<file path="config.mk">
export PLATFORM = sky130hd
export DESIGN_NAME = pe_matrix_ctrl
export DESIGN_NICKNAME = d
export VERILOG_FILES = /design/src/rtl/pe_matrix_ctrl.sv
export SDC_FILE = /design/constraint.sdc
export NUM_CORES = 1
export LEC_CHECK = 0
export CORE_MARGIN = 2
export CORE_UTILIZATION = 52
export CTS_CLUSTER_SIZE = 25
export DETAILED_ROUTE_END_ITERATION = 10
export GPL_ROUTABILITY_DRIVEN = 1
export PLACE_DENSITY = 0.77
export SYNTH_ARGS = -nofsm -noshare
export SYNTH_HDL_FRONTEND = slang
export SYNTH_SLANG_ARGS = --single-unit
</file>
<file path="constraint.sdc">
create_clock -name clk -period 3 [get_ports clk]
set_input_delay 0.75 -clock clk [delete_from_list [all_inputs] [get_ports clk]]
set_output_delay 0.75 -clock clk [all_outputs]
set_load 0.01 [all_outputs]
</file>
<file path="src/rtl/pe_matrix_ctrl.sv">
// pe_matrix_ctrl: control-side sequencer for the PE matrix.
//
// Loads one tile of K weights and then N+K-1 input activations into the matrix
// register files over a valid/ready upstream handshake. It then sweeps the read
// addresses and MAC enables of a 1-D stride-1 convolution, one output position
// at a time, and hands each result downstream over oact_valid/oact_ready.
//
// Ports:
//   clk, rst                    clock (posedge), asynchronous active-high reset
//   start, cfg_k, cfg_n_out     tile launch pulse and tile shape (latched at start)
//   in_valid / in_ready         upstream word handshake (weights, then iacts)
//   en/we_regfile_wght, wr/rd_addr_wght   weight register-file strobes and addresses
//   en/we_regfile_iact, wr/rd_addr_iact   iact register-file strobes and addresses
//   en_MAC_din, en_MAC_dout     MAC accumulate strobe / result output strobe
//   oact_valid, oact_ready, oact_idx      downstream handshake and output position
//   busy, done, cfg_err         status: not idle, tile complete pulse, rejected start
module pe_matrix_ctrl #(
  parameter int unsigned WEIGHTS_ADDR_BITWIDTH = 4,
  parameter int unsigned IACTS_ADDR_BITWIDTH   = 5,
  parameter int unsigned RD_LAT                = 1,
  parameter int unsigned MAC_LAT               = 1
) (
  input  logic                             clk,
  input  logic                             rst,
  input  logic                             start,
  input  logic [WEIGHTS_ADDR_BITWIDTH:0]   cfg_k,
  input  logic [IACTS_ADDR_BITWIDTH:0]     cfg_n_out,
  input  logic                             in_valid,
  output logic                             in_ready,
  output logic                             en_regfile_wght,
  output logic                             we_regfile_wght,
  output logic [WEIGHTS_ADDR_BITWIDTH-1:0] wr_addr_wght,
  output logic [WEIGHTS_ADDR_BITWIDTH-1:0] rd_addr_wght,
  output logic                             en_regfile_iact,
  output logic                             we_regfile_iact,
  output logic [IACTS_ADDR_BITWIDTH-1:0]   wr_addr_iact,
  output logic [IACTS_ADDR_BITWIDTH-1:0]   rd_addr_iact,
  output logic                             en_MAC_din,
  output logic                             en_MAC_dout,
  output logic                             oact_valid,
  input  logic                             oact_ready,
  output logic [IACTS_ADDR_BITWIDTH-1:0]   oact_idx,
  output logic                             busy,
  output logic                             done,
  output logic                             cfg_err
);

  localparam int unsigned WAW         = WEIGHTS_ADDR_BITWIDTH;
  localparam int unsigned IAW         = IACTS_ADDR_BITWIDTH;
  localparam int unsigned KMax        = 2 ** WAW;
  localparam int unsigned IMax        = 2 ** IAW;
  // Cycles spent in DRAIN before the cycle that raises en_MAC_dout.
  localparam int unsigned DrainCycles = RD_LAT + MAC_LAT - 1;
  localparam logic [WAW:0] WOne       = {{WAW{1'b0}}, 1'b1};
  localparam logic [IAW:0] IOne       = {{IAW{1'b0}}, 1'b1};

  typedef enum logic [2:0] {
    StIdle,
    StLoadW,
    StLoadI,
    StMac,
    StDrain,
    StOutWait,
    StFin
  } state_e;

  state_e            state_q;
  logic [WAW:0]      k_q;
  logic [WAW:0]      wcnt_q;
  logic [WAW:0]      kcnt_q;
  logic [IAW:0]      n_q;
  logic [IAW:0]      icnt_q;
  logic [IAW:0]      p_q;
  logic [IAW:0]      ird_q;      // iact read pointer, p + k
  logic [7:0]        dcnt_q;
  logic              iss_q;      // read-issue strobe, aligned with the read address
  logic [RD_LAT-1:0] rd_pipe_q;  // issue strobe delayed to match register-file latency

  logic cfg_bad;
  logic accept;
  logic w_last;
  logic i_last;
  logic k_last;
  logic p_last;
  logic drain_end;

  always_comb begin
    cfg_bad   = (cfg_k == '0) || (cfg_n_out == '0) || (32'(cfg_k) > KMax) ||
                (32'(cfg_k) + 32'(cfg_n_out) > IMax + 1);
    accept    = in_valid & in_ready;
    w_last    = (wcnt_q + WOne) == k_q;
    // Last iact word when icnt + 1 == N + K - 1.
    i_last    = (32'(icnt_q) + 32'd2) == (32'(n_q) + 32'(k_q));
    k_last    = kcnt_q == (k_q - WOne);
    p_last    = p_q == (n_q - IOne);
    drain_end = 32'(dcnt_q) == DrainCycles;
  end

  assign en_MAC_din = rd_pipe_q[RD_LAT-1];

  always_ff @(posedge clk or posedge rst) begin
    if (rst) begin
      state_q         <= StIdle;
      k_q             <= '0;
      wcnt_q          <= '0;
      kcnt_q          <= '0;
      n_q             <= '0;
      icnt_q          <= '0;
      p_q             <= '0;
      ird_q           <= '0;
      dcnt_q          <= '0;
      iss_q           <= 1'b0;
      rd_pipe_q       <= '0;
      in_ready        <= 1'b0;
      en_regfile_wght <= 1'b0;
      we_regfile_wght <= 1'b0;
      wr_addr_wght    <= '0;
      rd_addr_wght    <= '0;
      en_regfile_iact <= 1'b0;
      we_regfile_iact <= 1'b0;
      wr_addr_iact    <= '0;
      rd_addr_iact    <= '0;
      en_MAC_dout     <= 1'b0;
      oact_valid      <= 1'b0;
      oact_idx        <= '0;
      busy            <= 1'b0;
      done            <= 1'b0;
      cfg_err         <= 1'b0;
    end else begin
      // Strobes are single-cycle unless a state re-asserts them.
      en_regfile_wght <= 1'b0;
      we_regfile_wght <= 1'b0;
      en_regfile_iact <= 1'b0;
      we_regfile_iact <= 1'b0;
      iss_q           <= 1'b0;
      en_MAC_dout     <= 1'b0;
      done            <= 1'b0;
      cfg_err         <= 1'b0;
      rd_pipe_q       <= RD_LAT'({rd_pipe_q, iss_q});

      unique case (state_q)
        StIdle: begin
          if (start) begin
            if (cfg_bad) begin
              cfg_err <= 1'b1;
            end else begin
              k_q      <= cfg_k;
              n_q      <= cfg_n_out;
              wcnt_q   <= '0;
              icnt_q   <= '0;
              p_q      <= '0;
              in_ready <= 1'b1;
              busy     <= 1'b1;
              state_q  <= StLoadW;
            end
          end
        end

        StLoadW: begin
          // The matrix registers its data inputs, so the write lands one cycle
          // after acceptance at the pre-increment address.
          if (accept) begin
            en_regfile_wght <= 1'b1;
            we_regfile_wght <= 1'b1;
            wr_addr_wght    <= wcnt_q[WAW-1:0];
            wcnt_q          <= wcnt_q + WOne;
            if (w_last) begin
              in_ready <= 1'b0;
              state_q  <= StLoadI;
            end
          end
        end

        StLoadI: begin
          // in_ready is low only in the first cycle here (phase boundary).
          in_ready <= 1'b1;
          if (accept) begin
            en_regfile_iact <= 1'b1;
            we_regfile_iact <= 1'b1;
            wr_addr_iact    <= icnt_q[IAW-1:0];
            icnt_q          <= icnt_q + IOne;
            if (i_last) begin
              in_ready <= 1'b0;
              kcnt_q   <= '0;
              ird_q    <= p_q;
              state_q  <= StMac;
            end
          end
        end

        StMac: begin
          // Reads become visible next cycle, so the first read of a tile trails
          // the final iact write (visible in this cycle) by one cycle.
          en_regfile_wght <= 1'b1;
          en_regfile_iact <= 1'b1;
          iss_q           <= 1'b1;
          rd_addr_wght    <= kcnt_q[WAW-1:0];
          rd_addr_iact    <= ird_q[IAW-1:0];
          kcnt_q          <= kcnt_q + WOne;
          ird_q           <= ird_q + IOne;
          if (k_last) begin
            dcnt_q  <= '0;
            state_q <= StDrain;
          end
        end

        StDrain: begin
          if (drain_end) begin
            en_MAC_dout <= 1'b1;
            state_q     <= StOutWait;
          end else begin
            dcnt_q <= dcnt_q + 8'd1;
          end
        end

        StOutWait: begin
          // First cycle here carries en_MAC_dout; valid rises after it.
          if (!oact_valid) begin
            oact_valid <= 1'b1;
            oact_idx   <= p_q[IAW-1:0];
          end else if (oact_ready) begin
            oact_valid <= 1'b0;
            if (p_last) begin
              done    <= 1'b1;
              state_q <= StFin;
            end else begin
              p_q     <= p_q + IOne;
              ird_q   <= p_q + IOne;
              kcnt_q  <= '0;
              state_q <= StMac;
            end
          end
        end

        StFin: begin
          busy    <= 1'b0;
          state_q <= StIdle;
        end

        default: state_q <= StIdle;
      endcase
    end
  end

endmodule

</file>
# [Yosys cells after proc, flatten, opt, wreduce, memory -nomap -nowiden]
# Index checks and enable logic that the tools add are counted.
[word_totals] n_memories=0 inputBits=16 latch_bits=0 out_inout_bits=34 romBits=0 register_bits=85 mem_bits_rw=0
[op_classes] div_mod_pow=0 addsub=11 shift=0 mul=0 eq_ne=23 mux=61 bitwise=3 reduce_logical=25 magnitude_cmp=2
[ops] op="2-to-1 mux 6 bit" count=8
[ops] op="2-to-1 mux 5 bit" count=8
[ops] op="2-to-1 mux 3 bit" count=11
[ops] op="inequality test 2 bit (second input constant)" count=12
[ops] op="one-hot mux 6 bit (2 select lines)" count=2
[ops] op="2-to-1 mux 1 bit" count=21
[ops] op="adder 6 x 1 -> 6 bit (second input constant)" count=3
[ops] op="one-hot mux 3 bit (6 select lines)" count=1
[ops] op="one-hot mux 6 bit (3 select lines)" count=1
[ops] op="2-to-1 mux 8 bit" count=2
[ops] op="one-hot mux 8 bit (2 select lines)" count=1
[ops] op="one-hot mux 5 bit (3 select lines)" count=1
[ops] op="AND reduction 6 bit" count=2
[ops] op="adder 5 x 1 -> 5 bit (second input constant)" count=2
[ops] op="== test 5 bit" count=2
[ops] op="one-hot mux 5 bit (2 select lines)" count=1
[ops] op="AND reduction 10 bit" count=1
[ops] op="nonzero test 2 bit" count=5
[ops] op="== test 3 bit (second input constant)" count=3
[ops] op="AND reduction 3 bit" count=3
[ops] op="adder 8 x 1 -> 8 bit (second input constant)" count=1
[ops] op="== test 8 x 1 -> 1 bit (second input constant)" count=1
[ops] op="AND reduction 4 bit" count=2
[ops] op="adder 5 x 6 -> 7 bit" count=1
[ops] op="21 further kinds" count=30

# [Longest topological paths before layout]
# Gate-level depths: netlist of run 1.
[logic_depth] ltp_word=7 ltp_mapped=11 depth_no_buf=10

# [Worst setup path before layout of run 1]
# Ideal clock, no wire load.
[synth_path] kind="input-to-reg" startpoint="input cfg_k[0]" endpoint="register k_q[2]" arrival_ns=2.907 setup_ns=0.128 setup_slack_ns=-0.035 cell_stages=10 path_cell_list="ha_1 > inv_1 > fa_1 > nand2b_1 > a21oi_1 > xnor2_1 > a41oi_1 > nor3_1 > buf_2 > mux2_1"
[synth_between] elab_chain_len=6 word_cells_on_any_way=9 cone_classes="add/sub: 1; order compare: 2; bitwise: 1; reduce/logical: 5"
[synth_rtl] item="start: declaration" line_no="26" rtl="input logic [WEIGHTS_ADDR_BITWIDTH:0] cfg_k,"
[synth_rtl] item="branches (longest 3 deep; another with adder 5 x 6 -> 7 bit)"
[synth_rtl] item="logical OR 1 bit *" line_no="88" rtl="cfg_bad = (cfg_k == '0) || (cfg_n_out == '0) || (32'(cfg_k) > KMax) ||"
[synth_rtl] item="inverter 1 bit (no source line) *"
[synth_rtl] item="AND reduction 3 bit (no source line) *"
[synth_rtl] item="end signal: assignment" line_no="147" rtl="k_q <= cfg_k;"
[synth_rtl] item="end: declaration" line_no="68" rtl="logic [WAW:0] k_q;"
# Mark *: on every way between the ends.
# A chain may end at the register's enable or synchronous reset.

# [Worst setup path in the final report of run 1]
[layout_path] startpoint="input cfg_k[0]" endpoint="register p_q[1]"
[layout_between] elab_chain_len=6 word_cells_on_any_way=9 cone_classes="add/sub: 1; order compare: 2; eq/ne: 1; reduce/logical: 5"
[layout_rtl] item="branches (longest 3 deep; another with adder 5 x 6 -> 7 bit)"
[layout_rtl] item="logical OR 1 bit *" line_no="88"
[layout_rtl] item="inequality test 2 bit (no source line) *"
[layout_rtl] item="AND reduction 6 bit (no source line) *"
[layout_rtl] item="end signal: assignment" line_no="227" rtl="p_q <= p_q + IOne;"
[layout_rtl] item="end: declaration" line_no="73" rtl="logic [IAW:0] p_q;"
# Marked as above.

==> results.md, run 1 <==
Power and ir drop:
- The part of the total power dissipated in the clock network is 0.144.
- The share of total power dissipated in combinational logic is 0.503.
- The net switching power of the design is 2.20 mW.
- Internal power comes to 3.04 mW.
- For this design the static power due to leakage is 2.78 nW.
- The part of the power in registers is 0.354.
- The worst IR drop on VDD is 393 uV.
- In this run the power density over the cells is 875 mW/mm2.
- The switching share of power is 0.420.

Synthesis:
- In the post-synthesis netlist, the biggest area contributors are sky130_fd_sc_hd__dfrtp_1, sky130_fd_sc_hd__nand2_1, sky130_fd_sc_hd__ha_1.
- The number of synthesized flops with an enable pin is 0.
- The fraction of registers with async set or reset after synthesis is 1.00.
- The number of nets produced by synthesis is 542.
- In this run, synthesis produced a sequential element count of 84.
- The top-area cell type share of the netlist area is 0.436.
- The sequential-to-total area share from yosys stat is 0.436.
- The cell type with the largest total area after synthesis is sky130_fd_sc_hd__dfrtp_1.
- Yosys printed 0 warnings.
- In this run, distinct cell masters in the synthesized netlist total 67.
- The post-synthesis instance area is 0.00482 mm2.
- A synthesized cell averages 9.56 um2.
- The post-synthesis instance total is 504.
- The most common cell in the synthesized netlist is sky130_fd_sc_hd__dfrtp_1.
- The primary flip-flop cell chosen by synthesis mapping is sky130_fd_sc_hd__dfrtp_1.
- The commonest cells after synthesis are sky130_fd_sc_hd__dfrtp_1, sky130_fd_sc_hd__nand2_1, sky130_fd_sc_hd__nor2_1.

Setup path:
- The beginning of the worst register-to-register path is n_q[0]$_DFFE_PP0P_.
- In this run the register-to-register setup slack is 0.18 ns.
- The launch point of the worst path is cfg_k[0].
- At the worst endpoint, the required time is 3.26 ns.
- The type of element capturing the critical path is a register.
- In this run the worst setup path terminates at p_q[1]$_DFFE_PP0P_.
- The arrival time at the worst endpoint is 3.19 ns.
- The number of cells on the worst reg-to-reg path is 10.
- STA classifies the critical path startpoint as an input port.
- The kind of critical path is in -> reg.
- In this run the worst path has a maximum fanout of 5.
- The worst register-to-register path ends at kcnt_q[4]$_DFFE_PP0P_.

Routing:
- In this run the remaining antenna-violating nets after routing total 0.
- Dividing the detail-routed wire length by the instance count gives 16.1 um.
- The detailed router placed 4,129 vias in this run.
- The detailed-route wire length is 11,300 um.
- Dividing the detail-routed via count by the number of cells gives 5.88.
- The number of DRC markers in iteration 0 is 231.
- For this run, the detailed router's first-pass iteration total came to 5.
- After detailed routing, the number of remaining DRC violations is 0.

Clocking:
- The worst-case clock buffer depth is 2.
- The clock transition at the register clock pins on the worst setup and hold paths after CTS is 0.09 ns.
- Clock tree synthesis found a total of 84 sinks.
- The clock insertion delay at the later pin of the skew report is 0.37 ns.
- TritonCTS built the clock tree.
- The number of H-tree levels is 3.
- Clock tree synthesis selected as its root buffer the cell sky130_fd_sc_hd__clkbuf_8.
- Counting the buffers created by CTS gives 9.
- For this design, the CTS-stage hold fixing added 0 buffers.

Floorplanning:
- The number of top-level design ports is 50.
- The total die area is 0.0101 mm2.
- The die span in y is 100 um.
- The core footprint is 0.00911 mm2.
- The number of rows in the core area is 35.
- The initial utilization of the core area, before any placement, comes to 0.529.
- The overall die width is 100 um.

Job:
- The max-cap violation count is 0.

STA:
- The achievable frequency is 341 MHz.
- For the pin with the worst max-slew slack, the measured transition is 0.626 ns.
- The final-report max-slew violation count came to 0.
- Dividing the final minimum period by the clock period gives 0.978.
- Setup violations remaining at the end of the flow were counted as 0.
- Subtracting the final worst setup slack from the clock period gives 2.94 ns.
- Measured against its own limit, the worst slew margin works out to 0.581.
- After routing, the total negative slack on setup checks comes to 0 ns.
- The clock skew after layout is 0.0136 ns.
- The number of hold violations in the final report is 0.

Layout:
- The area growth from synthesis to layout is 24.2%.
- The fraction of layout instances using a drive strength above 1 is 0.154.
- At the end of the flow, the number of nets in the layout was 624.
- The filler cells instantiated in the layout total 714.
- Excluding fillers, the count of instances in the completed layout stands at 702.
- The repair_antennas step left the layout with diodes totalling 0.

Global route:
- The total overflow left after global routing is 0.
- The wire length of the first global-routing pass is 19,100 um.
- The most used routing layer in global routing is met2.
- For met3 alone, demand over resource in global routing was 0.0411.
- The total routing usage reported by global routing is 0.238.
- The number of antenna violations at the first check in global routing is 0.
- For this run, global-route usage on met2 was measured as 0.409.
- The via count of the first global-routing pass is 4,068.
- The met1 layer usage reported by global route is 0.302.
- The largest net degree at the start of global routing is 39.

Hold path:
- The min-delay analysis places its worst path in the category reg -> reg.

Place:
- The number of cells in the design after placement is 681.
- The post-DP HPWL is 8240 um.
- Port buffering added 49 buffers.
- The congestion estimate from routability-driven global placement came to 0.849.

Outcome:
- The run finished with clean final reports.
[cells by family after synthesis]
group,Yosys count,share of synthesized area
AO/OA/AOI/OAI,102,0.155
multiplexers,19,0.0457
AND/OR/NAND/NOR,196,0.193
flip-flops,84,0.436
XOR/XNOR,45,0.0818
adder cells (fa/ha/maj),22,0.0603
buffers and inverters,36,0.0283
[timing repair]
item | in CTS | in global routing
buffers inserted | 5 | 0
gates resized for setup | 13 | 11
setup endpoints to repair | 28 | 28
pin swaps | 12 | 10
[sequential cells by signal, summed over array words and instances, names as in the netlist, 3 cells and up]
signal,count
wcnt_q,5
kcnt_q,5
oact_idx,5
rd_addr_iact,5
wr_addr_iact,5
state_q,3
k_q,5
icnt_q,6
wr_addr_wght,4
rd_addr_wght,4
dcnt_q,8
p_q,6
n_q,6
ird_q,5
[final cells by class]
type / instances / area (um2) / area share
Clock buffer: 10 / 128 / 0.0213
Clock inverter: 6 / 48.8 / 0.00816
Inverter: 20 / 76.3 / 0.0128
Multi-Input combinational cell: 384 / 2670 / 0.447
Sequential cell: 84 / 2100 / 0.351
Tap cell: 111 / 139 / 0.0232
Timing Repair Buffer: 87 / 813 / 0.136
[layout by cell type, fill, tap and decap left out, drive strengths merged, types with 6 or more instances in the layout]
cell	instances
buf	38
o31ai	9
ha	20
xor2	22
xnor2	23
and3	8
nand2	77
nand2b	7
a21oi	8
mux2	18
nand3	26
clkdlybuf4s50	41
dfrtp	84
a22o	6
o21ai	29
nor3	11
nor2	40
inv	21
clkbuf	10
[power by group through the flow]
stage	combinational [mW]	sequential [mW]	clock (mW)
after CTS	2.59	1.84	0.765
after global placement	2.41	1.85	0
final	2.63	1.85	0.751
after global routing	2.92	1.89	0.807
after detailed placement	2.50	1.86	0
after floorplan	1.72	1.78	0
[stage by stage]
step	cell area [um2]	total power, mW	util	hold WS (ns)	worst slack (ns)
final	5980	5.23	0.657	0.359	0.0650
after global routing	5980	5.62	0.657	0.365	-0.00885
after CTS	5930	5.20	0.651	0.362	0.00409
after detailed placement	5670	4.36	0.623	0.340	-0.612
after global placement	5670	4.26	0.623	0.332	-0.493
after floorplan	4820	3.50	-	0.331	-0.0349
[worst max-delay path, stage by stage]
cell	delay, ns
sky130_fd_sc_hd__dlygate4sd2_1	0.24
sky130_fd_sc_hd__ha_2	0.19
sky130_fd_sc_hd__inv_2	0.05
sky130_fd_sc_hd__fa_2	0.19
sky130_fd_sc_hd__nand2b_4	0.13
sky130_fd_sc_hd__a21oi_2	0.07
sky130_fd_sc_hd__buf_4	0.13
sky130_fd_sc_hd__a21o_1	0.18
sky130_fd_sc_hd__a211o_4	0.37
sky130_fd_sc_hd__o31ai_4	0.32
sky130_fd_sc_hd__o2111ai_4	0.20
sky130_fd_sc_hd__buf_6	0.17
sky130_fd_sc_hd__a32o_1	0.19
[per-layer routing]
metal | vias up | part of all wire | wire length [um]
li1 | 1955 | - | -
met1 | 2023 | 0.42 | 4770
met2 | 132 | 0.52 | 5840
met3 | 19 | 0.046 | 524
met4 | 0 | 0.015 | 168
met5 | - | 0 | 0
[how the worst min path moves through the flow]
stage                           end  slack, ns            start  cells past startpoint
6_report       en_MAC_din$_DFF_PP0_       0.36  iss_q$_DFF_PP0_                      0
5_1_grt        en_MAC_din$_DFF_PP0_       0.36  iss_q$_DFF_PP0_                      0
4_1_cts        en_MAC_din$_DFF_PP0_       0.36  iss_q$_DFF_PP0_                      0
3_5_place_dp   en_MAC_din$_DFF_PP0_       0.34  iss_q$_DFF_PP0_                      0
3_3_place_gp   en_MAC_din$_DFF_PP0_       0.33  iss_q$_DFF_PP0_                      0
2_1_floorplan  en_MAC_din$_DFF_PP0_       0.33  iss_q$_DFF_PP0_                      0
Note: power is estimated with default switching activity, not from simulation.
==> run 2, diff against run 1 <==
--- a/config.mk
+++ b/config.mk
@@ -6,11 +6,13 @@
 export NUM_CORES = 1
 export LEC_CHECK = 0
 export CORE_MARGIN = 2
-export CORE_UTILIZATION = 52
+export CORE_UTILIZATION = 53
+export CTS_BUF_LIST = sky130_fd_sc_hd__clkbuf_8
 export CTS_CLUSTER_SIZE = 25
 export DETAILED_ROUTE_END_ITERATION = 10
 export GPL_ROUTABILITY_DRIVEN = 1
-export PLACE_DENSITY = 0.77
+export MAX_ROUTING_LAYER = met4
+export PLACE_DENSITY = 0.78
 export SYNTH_ARGS = -nofsm -noshare
 export SYNTH_HDL_FRONTEND = slang
 export SYNTH_SLANG_ARGS = --single-unit
==> run 2 against run 1 <==
- die area is 1.8% lower
- core utilization is 2.8 points higher
- register-to-register slack worse by 0.03 ns
- total power is 1.8% higher
- first-iteration DRC count is 27% higher
- combinational power hardly changed
- final cell count is 0.71% lower
- sequential share of layout area is 0.12 points lower
- worst setup slack worse by 0.0083 ns
- flip-flop and latch count stayed put
==> results.md, run 2 (synthesis results as in run 1) <==
Setup path:
- In this design, the largest share of critical-path delay is due to compound AO/OA/AOI/OAI gates.
- The largest fanout on the critical path is 6 (+1).
- STA classifies the critical path endpoint as a register.
- The launch point of the worst path is cfg_n_out[2].
- The total buffers and inverters traversed by the critical path is 1 (-3).
- The slowest cell on the critical path is sky130_fd_sc_hd__clkdlybuf4s50_1.
- By startpoint and endpoint, the worst setup path is classified as in -> reg.
- The delay of the slowest critical-path stage is 0.47 ns (+0.10 ns).
- The signal on the critical path passes through clkdlybuf4s50_1 > ha_4 > nor2_1 > a21oi_4 > a21o_1 > a211o_1 > o31ai_4 > o2111ai_4 > a221o_1.
- The arrival time at the worst endpoint is 3.19 ns (about the same).
- The number of cells on the worst reg-to-reg path is 9 (-1).
- The critical path required time was 3.25 ns (about the same).
- The register-to-register setup slack is 0.15 ns (-0.03 ns).
- The beginning of the worst register-to-register path is n_q[0]$_DFFE_PP0P_.
- The startpoint type of the worst setup path is an input port.
- The capture instance of the worst register-to-register path is ird_q[2]$_DFFE_PP0P_.

STA:
- The relative slew slack was 0.671 (+0.0890).
- The period utilization is 0.981 (+0.00275).
- The number of setup violations in the final report was 0 (unchanged).
- The final-report max-slew violation count is 0 (unchanged).
- The time the final worst path needs with I/O delays and setup is 2.94 ns (+0.00826 ns).
- The achievable frequency is 340 MHz (-0.28%).
- The clock skew after layout is 0.0124 ns (-0.00120 ns).
- The number of hold violations in the final report is 0 (unchanged).
- The worst hold slack across all endpoints came to 0.352 ns (-0.00724 ns).
- Setup repair after global routing left no endpoint under its margin.
- The measured slew at the worst slew-check pin was 0.492 ns (-0.134 ns).
- The total negative setup slack is 0 ns (unchanged).

Global route:
- The total global routing overflow was 0 (unchanged).
- The wire length of the first global-routing pass is 19,200 um (+0.40%).
- The via count of the first global-routing pass is 4,077 (+0.22%).
- The total routing usage reported by global routing is 0.249 (+0.0111).
- The number of antenna violations at the first check in global routing was 0 (unchanged).
- The largest net degree at the start of global routing is 85 (+120%).

Layout:
- Compared with the post-synthesis result, the final layout area differs by 24.6%.
- dcnt_q holds more flip-flops than any other register.
- The antenna cell count was 0 (unchanged).
- The final cell area excluding filler cells is 0.00600 mm2 (+0.36%).
- The number of nets at the end of the flow came to 622 (-0.32%).
- The post-route non-filler standard cell count came to 697 (-0.71%).
- The total of fill cells in the finished design is 655 (-8.3%).
- The register area was 0.00210 mm2 (unchanged).
- Leaving out fill and tap cells, the most frequent cell in the layout is sky130_fd_sc_hd__dfrtp_1.
- The number of flip-flops in the largest register is 8 (unchanged).
- The top cell types in the final layout, fill and taps aside, are sky130_fd_sc_hd__dfrtp_1, sky130_fd_sc_hd__nand2_1, sky130_fd_sc_hd__clkdlybuf4s50_1.
- The multi-input combinational cell area is 0.00268 mm2 (+0.33%).
- The fraction of layout instances using a drive strength above 1 is 0.151 (-0.00287).

Place:
- The number of buffers inserted by port buffering was 49 (unchanged).
- The post-DP HPWL is 8070 um (-2.1%).
- The area of placed instances is 0.00567 mm2 (about the same).
- The number of cells in the design after placement is 678 (-0.44%).
- The placer's final routability congestion estimate was 0.895 (+5.4%).

Clocking:
- The number of H-tree levels is 3 (unchanged).
- The cts-stage hold buffer count was 0 (unchanged).
- The clock transition at the register clock pins on the worst setup and hold paths after CTS is 0.09 ns (about the same).
- The clock insertion delay at the later pin of the skew report is 0.36 ns (about the same).
- The clock buffer count from CTS is 9 (unchanged).
- The worst-case clock buffer depth is 2 (unchanged).
- The clock sink count came to 84 (unchanged).
- The cell at the root of the clock tree is sky130_fd_sc_hd__clkbuf_8.
- TritonCTS built the clock tree.

Hold path:
- In this run the worst hold path is classified as reg -> reg.
- The worst hold path depth is 0 (unchanged).
- The worst hold path terminates at en_MAC_din$_DFF_PP0_.
- The worst hold path begins at iss_q$_DFF_PP0_.

Routing:
- The per-cell routed wire length is 16.4 um (+1.9%).
- The total number of vias came to 4,115 (-0.34%).
- The mean number of vias per cell came to 5.90 (+0.38%).
- The number of antenna-violating nets in the routed design is 0 (unchanged).
- The number of remaining DRC errors was 0 (unchanged).
- The number of DRC markers in iteration 0 is 294 (+27%).
- The number of search-and-repair iterations in the first detailed-routing pass was 4 (-1).
- The detailed-route wire length is 11,400 um (+1.1%).

Floorplanning:
- The number of rows in the core area is 34 (-2.9%).
- The initial core utilization was 0.550 (+0.0208).
- The total die area is 0.00987 mm2 (-1.8%).
- The die span in y came to 99.3 um (-0.91%).
- The core footprint is 0.00876 mm2 (-3.8%).
- The number of top-level design ports is 50 (unchanged).
- The overall die width is 99.3 um (-0.91%).

Job:
- The max-cap violation count is 0 (unchanged).

Power and ir drop:
- The static leakage is 2.81 nW (+0.98%).
- The worst IR drop on VDD is 332 uV (-15%).
- The sum of internal, switching and leakage power is 5.33 mW (+1.8%).
- The power density of the placed cells is 887 mW/mm2 (+1.5%).

Outcome:
- The flow ran to the end, and the final reports show no timing, DRC or antenna violations.
-- run 2: through the flow --
stage / utilization / setup WS [ns]
3_5_place_dp: 0.647 / -0.721
4_1_cts: 0.681 / 0.00101
2_1_floorplan: - / -0.0349
5_1_grt: 0.685 / 0.0000600
6_report: 0.685 / 0.0567
3_3_place_gp: 0.647 / -0.514
-- run 2: worst reg2reg max path: stages (launching register included) --
cell and delay (ns):
sky130_fd_sc_hd__dfrtp_1 0.44, sky130_fd_sc_hd__ha_1 0.23, sky130_fd_sc_hd__inv_1 0.07, sky130_fd_sc_hd__fa_1 0.43, sky130_fd_sc_hd__xor2_1 0.15, sky130_fd_sc_hd__nor4_1 0.26
sky130_fd_sc_hd__o211ai_1 0.18, sky130_fd_sc_hd__o31ai_2 0.32, sky130_fd_sc_hd__a21boi_2 0.34, sky130_fd_sc_hd__mux2_4 0.33
-- run 2: cell type report --
type,count,area share
clock buffer,11,0.0252
sequential,84,0.350
multi-input combinational,384,0.447
timing repair buffer,85,0.132
inverter,20,0.0127
tap,108,0.0225
clock inverter,5,0.0100
-- run 2: where the power goes --
| part | internal (mW) | total (mW) | leakage [nW] | switching, mW |
|---|---|---|---|---|
| Sequential | 1.44 | 1.84 | 1.11 | 0.396 |
| Clock | 0.434 | 0.855 | 0.111 | 0.421 |
| Combinational | 1.26 | 2.63 | 1.58 | 1.37 |
| Total | 3.14 | 5.33 | 2.81 | 2.19 |
-- run 2: worst max path at each step --
stage                            endpoint  slack, ns  cells past startpoint
global route           p_q[4]$_DFFE_PP0P_    0.00006                      9
floorplan              k_q[2]$_DFFE_PP0P_      -0.03                     10
finish                 p_q[4]$_DFFE_PP0P_       0.06                      9
CTS                    p_q[3]$_DFFE_PP0P_      0.001                      9
global placement    wcnt_q[3]$_DFFE_PP0P_      -0.51                     12
detailed placement  wcnt_q[4]$_DFFE_PP0P_      -0.72                     12
-- run 2: timing repair --
item	4_1_cts	5_1_grt
pin swaps	8	7
setup endpoints to repair	33	15
resized for setup	17	6
hold endpoints to repair	0	0
buffers inserted	2	1
-- run 2: layer usage --
| metal | part of all wire | global-route usage |
|---|---|---|
| met1 | 0.42 | 0.311 |
| met2 | 0.51 | 0.405 |
| met3 | 0.049 | 0.0464 |
| met4 | 0.022 | 0.0906 |
| met5 | 0 | - |
==> run 3, diff against run 2 <==
--- a/config.mk
+++ b/config.mk
@@ -5,6 +5,7 @@
 export SDC_FILE = /design/constraint.sdc
 export NUM_CORES = 1
 export LEC_CHECK = 0
+export CORE_ASPECT_RATIO = 1.1
 export CORE_MARGIN = 2
 export CORE_UTILIZATION = 53
 export CTS_BUF_LIST = sky130_fd_sc_hd__clkbuf_8
@@ -13,6 +14,7 @@
 export GPL_ROUTABILITY_DRIVEN = 1
 export MAX_ROUTING_LAYER = met4
 export PLACE_DENSITY = 0.78
+export REMOVE_ABC_BUFFERS = 1
 export SYNTH_ARGS = -nofsm -noshare
 export SYNTH_HDL_FRONTEND = slang
 export SYNTH_SLANG_ARGS = --single-unit
==> constraint.sdc (replaced) <==
create_clock -name clk -period 3 [get_ports clk]
set_input_delay 0.3 -clock clk [delete_from_list [all_inputs] [get_ports clk]]
set_output_delay 0.3 -clock clk [all_outputs]
set_load 0.01 [all_outputs]
==> run 3 against run 2 <==
- sequential power is essentially flat
- clock-buffer cell count grew 1
- register-to-register slack is essentially flat
- critical path type is now reg -> reg
==> results.md, run 3 (synthesis results as in run 1) <==
STA:
- The number of setup violations in the final report was 0 (unchanged).
- The final-report max-slew violation count is 0 (unchanged).
- The time the final worst path needs with I/O delays and setup is 2.85 ns (-0.0978 ns).
- The post-layout worst setup margin was 0.155 ns (+0.0978 ns).
- The period utilization is 0.948 (-0.0326).
- The number of hold violations in the final report came to 0 (unchanged).
- The measured slew at the worst slew-check pin came to 0.796 ns (+0.304 ns).
- Setup repair after global routing left no endpoint under its margin.
- The achievable frequency was 351 MHz (+3.4%).
- The clock skew after layout came to 0.00893 ns (-0.00350 ns).
- The relative slew slack is 0.468 (-0.202).

Hold path:
- The path category of the worst min-delay check is reg -> reg.

Power and ir drop:
- The part of the power in registers was 0.342 (-0.003).
- The worst IR drop on VDD came to 493 uV (+49%).
- The proportion of power drawn by combinational gates was 0.483 (-0.011).
- The net switching power of the design is 2.15 mW (-1.5%).
- The static leakage came to 2.70 nW (-3.8%).
- The total internal power came to 3.19 mW (+1.7%).
- The switching share of power is 0.402 (-0.00781).
- The power density of the placed cells is 914 mW/mm2 (+3.0%).
- The part of the total power dissipated in the clock network is 0.175 (+0.015).
- The sum of internal, switching and leakage power came to 5.35 mW (+0.37%).

Setup path:
- The register-to-register setup slack is 0.15 ns (about the same).
- The worst register-to-register path ends at kcnt_q[4]$_DFFE_PP0P_.
- The startpoint type of the worst setup path is a register.
- By startpoint and endpoint, the worst setup path is classified as reg -> reg.
- The beginning of the worst register-to-register path is n_q[0]$_DFFE_PP0P_.
- The arrival time at the worst endpoint is 3.10 ns (-0.09 ns).
- The number of cells on the worst reg-to-reg path is 10 (+1).
- The critical path starts at n_q[0]$_DFFE_PP0P_.
- The critical path endpoint is kcnt_q[4]$_DFFE_PP0P_.
- The delay of the slowest critical-path stage is 0.44 ns (-0.03 ns).
- The slowest stage of the critical path is the sky130_fd_sc_hd__dfrtp_1 cell.
- The critical path required time was 3.25 ns (about the same).
- The largest fanout on the critical path is 5 (-1).
- The worst setup path is captured at a register.
- The signal on the critical path passes through ha_1 > inv_1 > fa_1 > xor2_1 > nor4_2 > o211ai_1 > o31ai_2 > buf_4 > a21bo_2 > a22o_1.

Place:
- The post-DP HPWL was 8220 um (+1.9%).
- The worst slack at placement is -0.185 ns (+0.537 ns).
- The number of buffers inserted by port buffering was 49 (unchanged).
- The placer's final routability congestion estimate is 0.901 (+0.63%).

Global route:
- The number of antenna violations at the first check in global routing is 0 (unchanged).
- The total global routing overflow is 0 (unchanged).
- The via count of the first global-routing pass is 4,015 (-1.5%).
- The total routing usage reported by global routing came to 0.244 (-0.00430).
- The largest net degree at the start of global routing is 47 (-45%).
- The wire length of the first global-routing pass is 18,700 um (-2.6%).

Layout:
- The number of nets at the end of the flow is 611 (-1.8%).
- The fraction of layout instances using a drive strength above 1 is 0.116 (-0.0352).
- In the layout the commonest cells are sky130_fd_sc_hd__dfrtp_1, sky130_fd_sc_hd__nand2_1, sky130_fd_sc_hd__clkdlybuf4s50_1.
- The register with the most flip-flops is dcnt_q.
- The antenna cell count came to 0 (unchanged).
- The library cell used most frequently in the layout, excluding fill and tap cells, is sky130_fd_sc_hd__dfrtp_1.
- The total of fill cells in the finished design was 751 (+15%).
- Relative to the synthesized area, the layout overhead comes to 21.5%.
- The number of flip-flops in the largest register is 8 (unchanged).

Clocking:
- The clock sink count came to 84 (unchanged).
- The clock tree from TritonCTS is built.
- The number of H-tree levels is 3 (unchanged).
- The tree is rooted in a sky130_fd_sc_hd__clkbuf_8.
- The cts-stage hold buffer count is 0 (unchanged).
- The clock buffer count from CTS is 9 (unchanged).
- The clock transition at the register clock pins on the worst setup and hold paths after CTS was 0.08 ns (about the same).
- The worst-case clock buffer depth was 2 (unchanged).
- The clock insertion delay at the later pin of the skew report is 0.36 ns (about the same).

Routing:
- The per-cell routed wire length is 16.1 um (-1.8%).
- The mean number of vias per cell is 5.79 (-1.9%).
- The number of antenna-violating nets in the routed design is 0 (unchanged).
- The number of remaining DRC errors was 0 (unchanged).
- The number of search-and-repair iterations in the first detailed-routing pass is 5 (+1).
- The detailed-route wire length came to 11,100 um (-2.6%).
- The total number of vias is 4,006 (-2.6%).
- The number of DRC markers in iteration 0 was 501 (+70%).

Job:
- The max-cap violation count is 0 (unchanged).

Floorplanning:
- The core footprint came to 0.00883 mm2 (+0.74%).
- The number of rows in the core area was 36 (+5.9%).
- The overall die width is 94.9 um (-4.5%).
- The total die area was 0.00987 mm2 (about the same).
- The die span in y is 104 um (+4.7%).
- The initial core utilization is 0.546 (-0.00405).
- The number of top-level design ports is 50 (unchanged).

Outcome:
- The flow ran to the end, and the final reports show no timing, DRC or antenna violations.
run 3: layout make-up:
class / count / area, um2 / area share
Clock buffer: 12 / 165 / 0.0282
Clock inverter: 4 / 71.3 / 0.0122
Inverter: 20 / 76.3 / 0.0130
Multi-Input combinational cell: 384 / 2590 / 0.443
Sequential cell: 84 / 2100 / 0.359
Tap cell: 114 / 143 / 0.0244
Timing Repair Buffer: 74 / 703 / 0.120
run 3: repair_timing:
| item | in CTS | in global routing |
|---|---|---|
| hold endpoints to repair | 0 | 0 |
| setup buffers | 0 | 0 |
| endpoints found under the setup margin | 0 | 4 |
| resized for setup | 0 | 1 |
run 3: how the worst min path moves through the flow:
stage	startpoint	endpoint	slack (ns)	cells past startpoint
after floorplan	iss_q$_DFF_PP0_	en_MAC_din$_DFF_PP0_	0.33	0
after global placement	iss_q$_DFF_PP0_	en_MAC_din$_DFF_PP0_	0.34	0
after detailed placement	iss_q$_DFF_PP0_	en_MAC_din$_DFF_PP0_	0.34	0
after CTS	iss_q$_DFF_PP0_	en_MAC_din$_DFF_PP0_	0.36	0
after global routing	iss_q$_DFF_PP0_	en_MAC_din$_DFF_PP0_	0.36	0
final	iss_q$_DFF_PP0_	en_MAC_din$_DFF_PP0_	0.35	0
run 3: critical path: cells and delay by family, from the launching register on:
kind | cells | cell delay [ns]
AO/OA/AOI/OAI | 4 | 0.97
XOR/XNOR | 1 | 0.16
buffers and inverters | 2 | 0.27
flip-flops | 1 | 0.44
AND/OR/NAND/NOR | 1 | 0.25
adder cells (fa/ha/maj) | 2 | 0.64
run 3: stage by stage:
stage           util  setup TNS (ns)  hold WS [ns]  cells  area, um2
6_report       0.663               0         0.354    692       5850
5_1_grt        0.663               0         0.363    692       5850
4_1_cts        0.662               0         0.359    692       5840
3_5_place_dp   0.635           -2.82         0.341    676       5610
3_3_place_gp   0.635          -0.505         0.336    676       5610
2_1_floorplan      -           -5.35         0.331    488       4760
run 3: routing by layer:
metal,share of wire,vias to the layer above,global-route usage,wire length (um)
li1,-,1928,-,-
met4,0.027,0,0.106,303
met1,0.42,1939,0.305,4740
met5,0,-,-,0
met2,0.50,113,0.388,5630
met3,0.043,26,0.0449,477
run 3: power by group through the flow:
stage | registers [mW] | logic (mW) | clock network [mW]
6_report | 1.83 | 2.58 | 0.935
4_1_cts | 1.82 | 2.56 | 0.950
3_5_place_dp | 1.85 | 2.53 | 0
3_3_place_gp | 1.83 | 2.43 | 0
5_1_grt | 1.87 | 2.84 | 1.00
2_1_floorplan | 1.82 | 1.64 | 0
==> RTL edit: new RTL, config.mk and constraints of run 1 <==
Put one more register stage on the output `cfg_err`, cleared by the reset. The value now appears one clock later. The other outputs are not delayed to match.
--- a/src/rtl/pe_matrix_ctrl.sv
+++ b/src/rtl/pe_matrix_ctrl.sv
@@ -64,6 +64,8 @@
     StFin
   } state_e;
 
+  logic cfg_err_s0;
+
   state_e            state_q;
   logic [WAW:0]      k_q;
   logic [WAW:0]      wcnt_q;
@@ -125,7 +127,7 @@
       oact_idx        <= '0;
       busy            <= 1'b0;
       done            <= 1'b0;
-      cfg_err         <= 1'b0;
+      cfg_err_s0      <= 1'b0;
     end else begin
       // Strobes are single-cycle unless a state re-asserts them.
       en_regfile_wght <= 1'b0;
@@ -135,14 +137,14 @@
       iss_q           <= 1'b0;
       en_MAC_dout     <= 1'b0;
       done            <= 1'b0;
-      cfg_err         <= 1'b0;
+      cfg_err_s0      <= 1'b0;
       rd_pipe_q       <= RD_LAT'({rd_pipe_q, iss_q});
 
       unique case (state_q)
         StIdle: begin
           if (start) begin
             if (cfg_bad) begin
-              cfg_err <= 1'b1;
+              cfg_err_s0 <= 1'b1;
             end else begin
               k_q      <= cfg_k;
               n_q      <= cfg_n_out;
@@ -242,5 +244,13 @@
     end
   end
 
+  always_ff @(posedge clk or posedge rst) begin
+    if (rst) begin
+      cfg_err <= '0;
+    end else begin
+      cfg_err <= cfg_err_s0;
+    end
+  end
+
 endmodule
 
Formal check against the unedited RTL: not equivalent (a bounded check fails within 4 cycles, from zero or initial values and one cycle with rst high).
==> RTL edit against run 1 <==
Routed wire length up 4.7%; power up 17%; synthesized area up 2.7%; sequential cell count up 1; worst setup slack worse by 30 ps; cell area up 4.0%; fmax down 1.0%; die area up 2.6%; clock skew about the same; critical endpoint is now in_ready$_DFFE_PP0P_.
==> RTL edit: results (changes against run 1) <==
outcome finished, final reports clean; CP Data Arrival Time 3210 ps (+20 ps); Synth area leaders dfrtp_1, nand2_1, xnor2_1; number of CTS-inserted buffers 9 (unchanged); initial drt markers 309 (+34%); initial antenna violation count 0 (unchanged); top cells by count, synth dfrtp_1, nand2_1, nor2_1; syn_nets 561 (+3.5%); GRT Total Usage 0.243 (+0.00519); Static Leak 2.83 nW (+1.9%); Skew-Pair Late Insertion Delay 350 ps (-20 ps); relative slew slack 0.469 (-0.113); vias 4,227 (+2.4%); # nets final 651 (+4.3%); Avg WL per Cell 15.9 microns (-1.5%); Synth cell types 61 (-9.0%); most flop-heavy register dcnt_q; HPWL Detailed 8640 microns (+4.8%); peak supply drop 0.581 mV (+48%); vias in the first global route 4,100 (+0.79%); Fin Clk Skew 13.6 ps (+0.00550 ps); delay of the slowest critical-path stage 340 ps (-30 ps); layout cell share with drive strength beyond 1 0.177 (+0.0227); first-pass GRT wire length 19,800 microns (+3.7%); CP max-delay cell fa_2; CP max FO 3 (-2); register area share after synthesis 0.430 (-0.00653); Crit path max-delay family buffers and inverters; Placer Congestion 0.906 (+6.7%)
==> RTL edit: cell count changes in the layout (fill, tap and decap cells not counted), sizes merged, moves of 5 or more <==
cell,run 1,this run
a21oi,8,17
xnor2,23,33
nand2,77,82
a22o,6,1
o31ai,9,3
buf,38,49
xor2,22,17
==> RTL edit: where the power goes <==
group	internal, mW	leakage [nW]	total (mW)	switching [mW]
logic	1.66	1.62	3.26	1.60
registers	1.51	1.11	1.96	0.454
clock network	0.486	0.105	0.889	0.403
total	3.66	2.83	6.12	2.46
==> RTL edit: metrics by stage <==
| step | util | std cells | instance area [sq um] | setup WS, ps | hold WS [ps] |
|---|---|---|---|---|---|
| after floorplan | - | 523 | 4950 | 44.7 | 331 |
| after global placement | 0.635 | 727 | 5870 | -484 | 333 |
| after detailed placement | 0.635 | 727 | 5870 | -611 | 336 |
| after CTS | 0.667 | 744 | 6170 | 9.38 | 357 |
| after global routing | 0.673 | 746 | 6220 | -43.6 | 373 |
| final | 0.673 | 746 | 6220 | 34.6 | 356 |
==> RTL edit: final timing paths <==
path	slack, ps	cells after the start	end	from
hold / removal	360	0	en_MAC_din$_DFF_PP0_	iss_q$_DFF_PP0_
max in group asynchronous	1640	3	wr_addr_iact[1]$_DFFE_PP0P_	rst
hold reg to reg	360	0	en_MAC_din$_DFF_PP0_	iss_q$_DFF_PP0_
min in group asynchronous	730	2	kcnt_q[1]$_DFFE_PP0P_	rst
setup reg to reg	90	9	ird_q[1]$_DFFE_PP0P_	k_q[0]$_DFFE_PP0P_
setup / recovery	30	13	in_ready$_DFFE_PP0P_	cfg_k[0]
==> RTL edit: cell families (layout without fill, tap and decap cells) <==
| family | Yosys count | after routing | synth area share |
|---|---|---|---|
| flops | 85 | 85 | 0.430 |
| buf+inv | 41 | 135 | 0.0369 |
| fa+ha+maj | 22 | 22 | 0.0587 |
| compound gates | 99 | 99 | 0.137 |
| mux | 20 | 20 | 0.0465 |
| xor+xnor | 51 | 51 | 0.0933 |
| simple gates | 205 | 205 | 0.198 |
==> RTL edit: layout make-up <==
type	instances	area, sq um
multi-input combinational	397	2740
timing repair buffer	98	888
tap	129	161
clock buffer	11	141
sequential	85	2130
clock inverter	4	72.6
fill	745	3020
inverter	22	83.8
==> RTL edit: timing repair <==
| item | 4_1_cts | 5_1_grt |
|---|---|---|
| gates cloned | 1 | 0 |
| hold buffers | 0 | 0 |
| gates resized for setup | 24 | 9 |
| buffers inserted | 1 | 2 |
| pin swaps | 7 | 9 |
| endpoints found under the setup margin | 33 | 28 |
==> RTL edit: layer usage <==
metal	track usage	vias to the layer above	wire, microns
met5	0	-	0
met4	0.0634	0	207
met3	0.0476	18	533
met2	0.411	140	5910
met1	0.320	2047	5180
li1	-	2022	-
